--- src/rtl/bip_run_controller.sv ---
// Run/report sequencer for the BIP CPU: start on an rx command, run the core until HLT,
// then send the ACC snapshot and cycle count over the UART. Optional watchdog: RUN_TIMEOUT_EN.
module bip_run_controller #(
   parameter int unsigned ACC_W      = 16,
   parameter int unsigned CNT_W      = 32,
   parameter logic [7:0]  START_CMD  = 8'h53,
   parameter int unsigned MAX_CYCLES = 1000000
) (
   input  logic             clk,
   input  logic             rst_n,
   input  logic             rx_done,
   input  logic [7:0]       rx_data,
   input  logic [4:0]       opcode,
   input  logic [ACC_W-1:0] acc,
   input  logic             tx_done,
   output logic             tx_start,
   output logic [7:0]       tx_data,
   output logic             cpu_rst,
   output logic             cpu_en,
   output logic             busy
);

   localparam int unsigned NB    = ACC_W / 8 + CNT_W / 8;
   localparam int unsigned IDX_W = $clog2(NB + 2);
   localparam logic [4:0]  OP_HLT = 5'b00000;

   localparam logic [2:0] S_IDLE = 3'd0;
   localparam logic [2:0] S_CLR  = 3'd1;
   localparam logic [2:0] S_RUN  = 3'd2;
   localparam logic [2:0] S_LOAD = 3'd3;
   localparam logic [2:0] S_WAIT = 3'd4;

`ifdef RUN_TIMEOUT_EN
   localparam logic WDOG_EN = 1'b1;
`else
   localparam logic WDOG_EN = 1'b0;
`endif
   localparam logic [CNT_W-1:0] WDOG_LIMIT = CNT_W'(MAX_CYCLES - 1);

   logic [2:0]             state_q, state_d;
   logic [CNT_W-1:0]       count_q, count_d;
   logic [ACC_W-1:0]       snap_q, snap_d;
   logic [IDX_W-1:0]       idx_q, idx_d;
   logic                   hdr_q, hdr_d;
   logic                   tx_start_q, tx_start_d;
   logic [7:0]             tx_data_q, tx_data_d;
   logic                   cpu_rst_q, cpu_rst_d;
   logic                   cpu_en_q, cpu_en_d;
   logic                   busy_q, busy_d;

   logic                   wdog_hit;
   logic [CNT_W+ACC_W-1:0] frame_w;
   logic [IDX_W-1:0]       sel_w;
   logic [IDX_W-1:0]       last_idx;
   logic [7:0]             byte_w;

   assign wdog_hit = WDOG_EN && (count_q == WDOG_LIMIT);

   // With a timeout header, frame byte k sits at index k+1.
   always_comb begin
      frame_w  = {count_q, snap_q};
      sel_w    = hdr_q ? (idx_q - IDX_W'(1)) : idx_q;
      last_idx = hdr_q ? IDX_W'(NB) : IDX_W'(NB - 1);
      byte_w   = '0;
      if (hdr_q && (idx_q == '0)) begin
         byte_w = 8'hEE;
      end else begin
         for (int unsigned i = 0; i < NB; i++) begin
            if (sel_w == IDX_W'(i)) byte_w = frame_w[8*i +: 8];
         end
      end
   end

   always_comb begin
      state_d    = state_q;
      count_d    = count_q;
      snap_d     = snap_q;
      idx_d      = idx_q;
      hdr_d      = hdr_q;
      tx_data_d  = tx_data_q;
      tx_start_d = 1'b0;
      case (state_q)
         S_IDLE: begin
            if (rx_done && (rx_data == START_CMD)) state_d = S_CLR;
         end
         S_CLR: begin
            count_d = '0;
            hdr_d   = 1'b0;
            state_d = S_RUN;
         end
         S_RUN: begin
            if ((opcode == OP_HLT) || wdog_hit) begin
               snap_d  = acc;
               idx_d   = '0;
               hdr_d   = (opcode != OP_HLT);
               state_d = S_LOAD;
            end else if (count_q != '1) begin
               count_d = count_q + CNT_W'(1);
            end
         end
         S_LOAD: begin
            tx_data_d  = byte_w;
            tx_start_d = 1'b1;
            state_d    = S_WAIT;
         end
         S_WAIT: begin
            if (tx_done) begin
               if (idx_q == last_idx) begin
                  state_d = S_IDLE;
               end else begin
                  idx_d   = idx_q + IDX_W'(1);
                  state_d = S_LOAD;
               end
            end
         end
         default: state_d = S_IDLE;
      endcase
      // Level outputs are registered from the next state so they align with it.
      cpu_rst_d = (state_d == S_CLR);
      cpu_en_d  = (state_d == S_RUN);
      busy_d    = (state_d != S_IDLE);
   end

   always_ff @(posedge clk or negedge rst_n) begin
      if (!rst_n) begin
         state_q    <= S_IDLE;
         count_q    <= '0;
         snap_q     <= '0;
         idx_q      <= '0;
         hdr_q      <= 1'b0;
         tx_start_q <= 1'b0;
         tx_data_q  <= '0;
         cpu_rst_q  <= 1'b0;
         cpu_en_q   <= 1'b0;
         busy_q     <= 1'b0;
      end else begin
         state_q    <= state_d;
         count_q    <= count_d;
         snap_q     <= snap_d;
         idx_q      <= idx_d;
         hdr_q      <= hdr_d;
         tx_start_q <= tx_start_d;
         tx_data_q  <= tx_data_d;
         cpu_rst_q  <= cpu_rst_d;
         cpu_en_q   <= cpu_en_d;
         busy_q     <= busy_d;
      end
   end

   assign tx_start = tx_start_q;
   assign tx_data  = tx_data_q;
   assign cpu_rst  = cpu_rst_q;
   assign cpu_en   = cpu_en_q;
   assign busy     = busy_q;

endmodule

--- config.mk ---
export PLATFORM = sky130hd
export DESIGN_NAME = bip_run_controller
export DESIGN_NICKNAME = d
export VERILOG_FILES = /design/src/rtl/bip_run_controller.sv
export SDC_FILE = /design/constraint.sdc
export NUM_CORES = 1
export LEC_CHECK = 0
export CAP_MARGIN = 20
export CORE_ASPECT_RATIO = 1.5
export CORE_MARGIN = 2
export CORE_UTILIZATION = 40
export CTS_CLUSTER_SIZE = 40
export DETAILED_ROUTE_END_ITERATION = 8
export GPL_TIMING_DRIVEN = 0
export MAX_ROUTING_LAYER = met4
export PLACE_DENSITY_LB_ADDON = 0.15
export SYNTH_ARGS = -nofsm -noshare
export SYNTH_HDL_FRONTEND = slang
export SYNTH_SLANG_ARGS = --single-unit
--- constraint.sdc ---
create_clock -name clk -period 2.8 [get_ports clk]
set_clock_uncertainty 0.1 [all_clocks]
set_input_delay 0.28 -clock clk [delete_from_list [all_inputs] [get_ports clk]]
set_output_delay 0.28 -clock clk [all_outputs]
set_load 0.005 [all_outputs]
==> summary.md <==
| Metric | Value |
|---|---|
| Status | finished, final reports clean |
| Setup violators final | 0 |
| EDFF count, synth | 0 |
| TritonRoute pass-1 iters | 4 |
| Clk pin slew, worst setup/hold paths | 0.05 ns |
| Commonest non-fill, non-tap cells in the layout | dfrtp_1 (67), nand2_1 (57), clkdlybuf4s50_1 (43) |
| #FFs+latches synth | 67 |
| Die Ht | 123 um |
| Post-DP Area | 4330 um2 |
| Core ar. | 9200 um2 |
| Grt total ovfl | 0 |
| Non-filler instance count after layout | 561 |
| Die W | 83.0 um |
| CP max stage cell | dfrtp_1 |
| First-pass GRT wire length | 15900 um |
| WL per Instance | 17.2 um |
| Commonest non-fill, non-tap cell in the layout | dfrtp_1 |
| Drc violations | 0 |
| Worst min path class | reg -> reg |
| Worst slew pin tran | 0.880 ns |
| Ys Warns | 0 |
| Dpl cells | 544 |
| Initial Utilization | 40.7% |
| Synth Cell Area | 3750 um2 |
| FF-to-FF Start | idx_q[0] |
| Clock Path Buffers | 2 |
| Routed wl met2 | 5040 um |
| Hold Path Depth | 2 |
| Max Freq | 408 MHz |
| Clock Latency Late Sink | 0.34 ns |
| GP Congestion | 0.868 |
| Fraction of layout cells with a size suffix above 1 | 15.6% |
| Initial antenna violation count | 0 |
| Final net count | 481 |
| Final instance area | 4660 um2 |
| Num CTS Buffers | 9 |
| Synth-to-Final Area Change | 24.3% |
| PD cells | 692 nW/um2 |
| Vias in the first global route | 3106 |
| Clock sink count | 67 |
| WP data arrival | 2.57 ns |
| Worst hold slack | 0.386 ns |
| Clk root buf | clkbuf_16 |
| Largest net degree at the start of global routing | 68 |
| Min Clock Period, post-route | 2.45 ns |
| Mapped Cells | 388 |
| Synth unique cells | 56 |
| Met1 wire length | 4030 um |
| Fin. max-slew vios | 0 |
| Final core occ | 50.6% |
| Setup TNS | 0 ns |
| CP Capture Type | register |
| Slew headroom | 41.4% |
| Critical path type | reg -> reg |
| Peak per-stage delay on the critical path | 0.50 ns |
| Number of diodes | 0 |
| Routed wl met3 | 335 um |
| Syn Area/Cell | 9.66 um2 |
| Filler Cells Inserted | 863 |
| CTS tree | yes |
| Top sig layer | met4 |
| Crit-path cells | inv_1 > ha_1 > nand2_1 > o21ai_1 > clkbuf_2 > nand3_1 > o21ai_0 > nor3_1 > o32a_1 |
| Syn Nets | 425 |
| Synth async-reset ratio | 100% |
| Violation count after the first detailed-route iteration | 152 |
| LEAKAGE | 0.00199 uW |
| Vias | 3204 |
| WL final | 9630 um |
| Sequential-to-total area share from yosys stat | 44.7% |
| Num ports | 45 |
| H-tree levels | 3 |
| Number of max-cap violations | 0 |
| RSZ-0062 raised after global routing | false |
| Min-Delay Endpoint | tx_data[4] |
| R2R depth | 9 |
| Area share of the largest cell type after synthesis | 44.7% |
| Leading area contributor after synthesis | dfrtp_1 |
| GRT Overall Usage | 20.5% |
| Die Area | 10200 um2 |
| Detail Placement HPWL | 7150 um |
| Fin crit share | 87.5% |
| CP bufs+invs | 2 |
| Vias per cell | 5.71 |
| I/O Buffers | 44 |
| Synth top area cells | dfrtp_1 (45%), nand2_1 (5.7%), mux2_2 (4.8%), nand3_1 (2.8%), a21oi_1 (2.7%) |
| Critical path startpoint category | register |
| CP required | 2.92 ns |
| HP Start | tx_data[4] |
| Worst path top cell family by delay | compound AO/OA/AOI/OAI gates |
| Final ANT Viol Nets | 0 |
| Worst VDD drop | 418 uV |
| Top FF cell, synth | dfrtp_1 |
| Flop-to-flop setup slack | 0.35 ns |
| Peak fanout along the critical path | 10 |
| Fin. Hold Viols | 0 |
| Reg2Reg Capture Point | tx_data[6] |
| Cell Rows | 43 |
## synth_stat cells, types with 7 or more instances
library cell / number
a21oi_1: 20
o21ai_0: 8
or4_1: 7
nand3_1: 21
nand2_1: 57
nor3_1: 10
nor2_1: 25
dfrtp_1: 67
mux2_2: 16
or3_1: 13
nand4_1: 8
o21ai_2: 7
o21ai_1: 11
## layer usage
metal  GRT usage [%]  vias to the layer above
li1                -                     1533
met1            23.9                     1586
met2            35.2                       69
met3            3.36                       16
met4            9.02                        0
met5               -                        -
## worst min-delay path, delay by kind of cell (launching register included)
kind / cells / cell delay [ns]
AND/OR/NAND/NOR: 1 / 0.05
AO/OA/AOI/OAI: 1 / 0.06
flip-flops: 1 / 0.34
## how the worst max path moves through the flow
stage,startpoint,cells after the start,end
after global routing,idx_q[0],8,tx_data[4]
after global placement,rst_n,1,count_q[9]
after detailed placement,opcode[0],6,snap_q[8]
after CTS,idx_q[0],9,tx_data[5]
after floorplan,idx_q[0],9,tx_data[5]
final,idx_q[0],9,tx_data[6]
## final cells by class
type                            instances  area [um2]  area share [%]
Multi-Input combinational cell        300        1960            42.1
Tap cell                              112         140            3.01
Buffer                                 15        90.1            1.93
Inverter                                6        22.5           0.483
Clock inverter                          4        73.8            1.58
Clock buffer                           12         246            5.29
Sequential cell                        67        1680            36.0
Timing Repair Buffer                   45         448            9.62
## logic make-up (layout without fill, tap and decap cells)
logic type               after synthesis  count (layout)  synth area share, %
flip-flops                            67              67                 44.7
XOR/XNOR                              12              12                 3.00
buffers and inverters                 21              82                 2.97
multiplexers                          22              22                 6.74
AO/OA/AOI/OAI                         79              79                 15.1
AND/OR/NAND/NOR                      183             183                 26.1
adder cells (fa/ha/maj)                4               4                 1.34
## state kept, by name (all words and copies together) (netlist names)
name,flops
hdr_q,1
state_q,3
idx_q,3
busy,1
count_q,32
cpu_rst,1
snap_q,16
tx_data,8
tx_start,1
cpu_en,1
## stage by stage
step	power (uW)	setup WS, ns
floorplan	1730	0.618
global placement	1990	-0.945
detailed placement	2010	0.144
CTS	3240	0.211
global route	3390	0.110
finish	3220	0.349
## repair_timing
action | in CTS | in global routing
gates resized for setup | 0 | 2
endpoints found under the setup margin | 0 | 3
setup buffers | 0 | 0
hold buffers | 1 | 0
hold endpoints to repair | 1 | 0
## power by group
| group | leakage, uW | switching [uW] | internal (uW) | total, uW |
|---|---|---|---|---|
| Clock | 0.000157 | 422 | 804 | 1230 |
| Combinational | 0.000954 | 479 | 338 | 817 |
| Sequential | 0.000880 | 108 | 1070 | 1180 |
| Total | 0.00199 | 1010 | 2210 | 3220 |
Power figures use the tool's default switching activity.
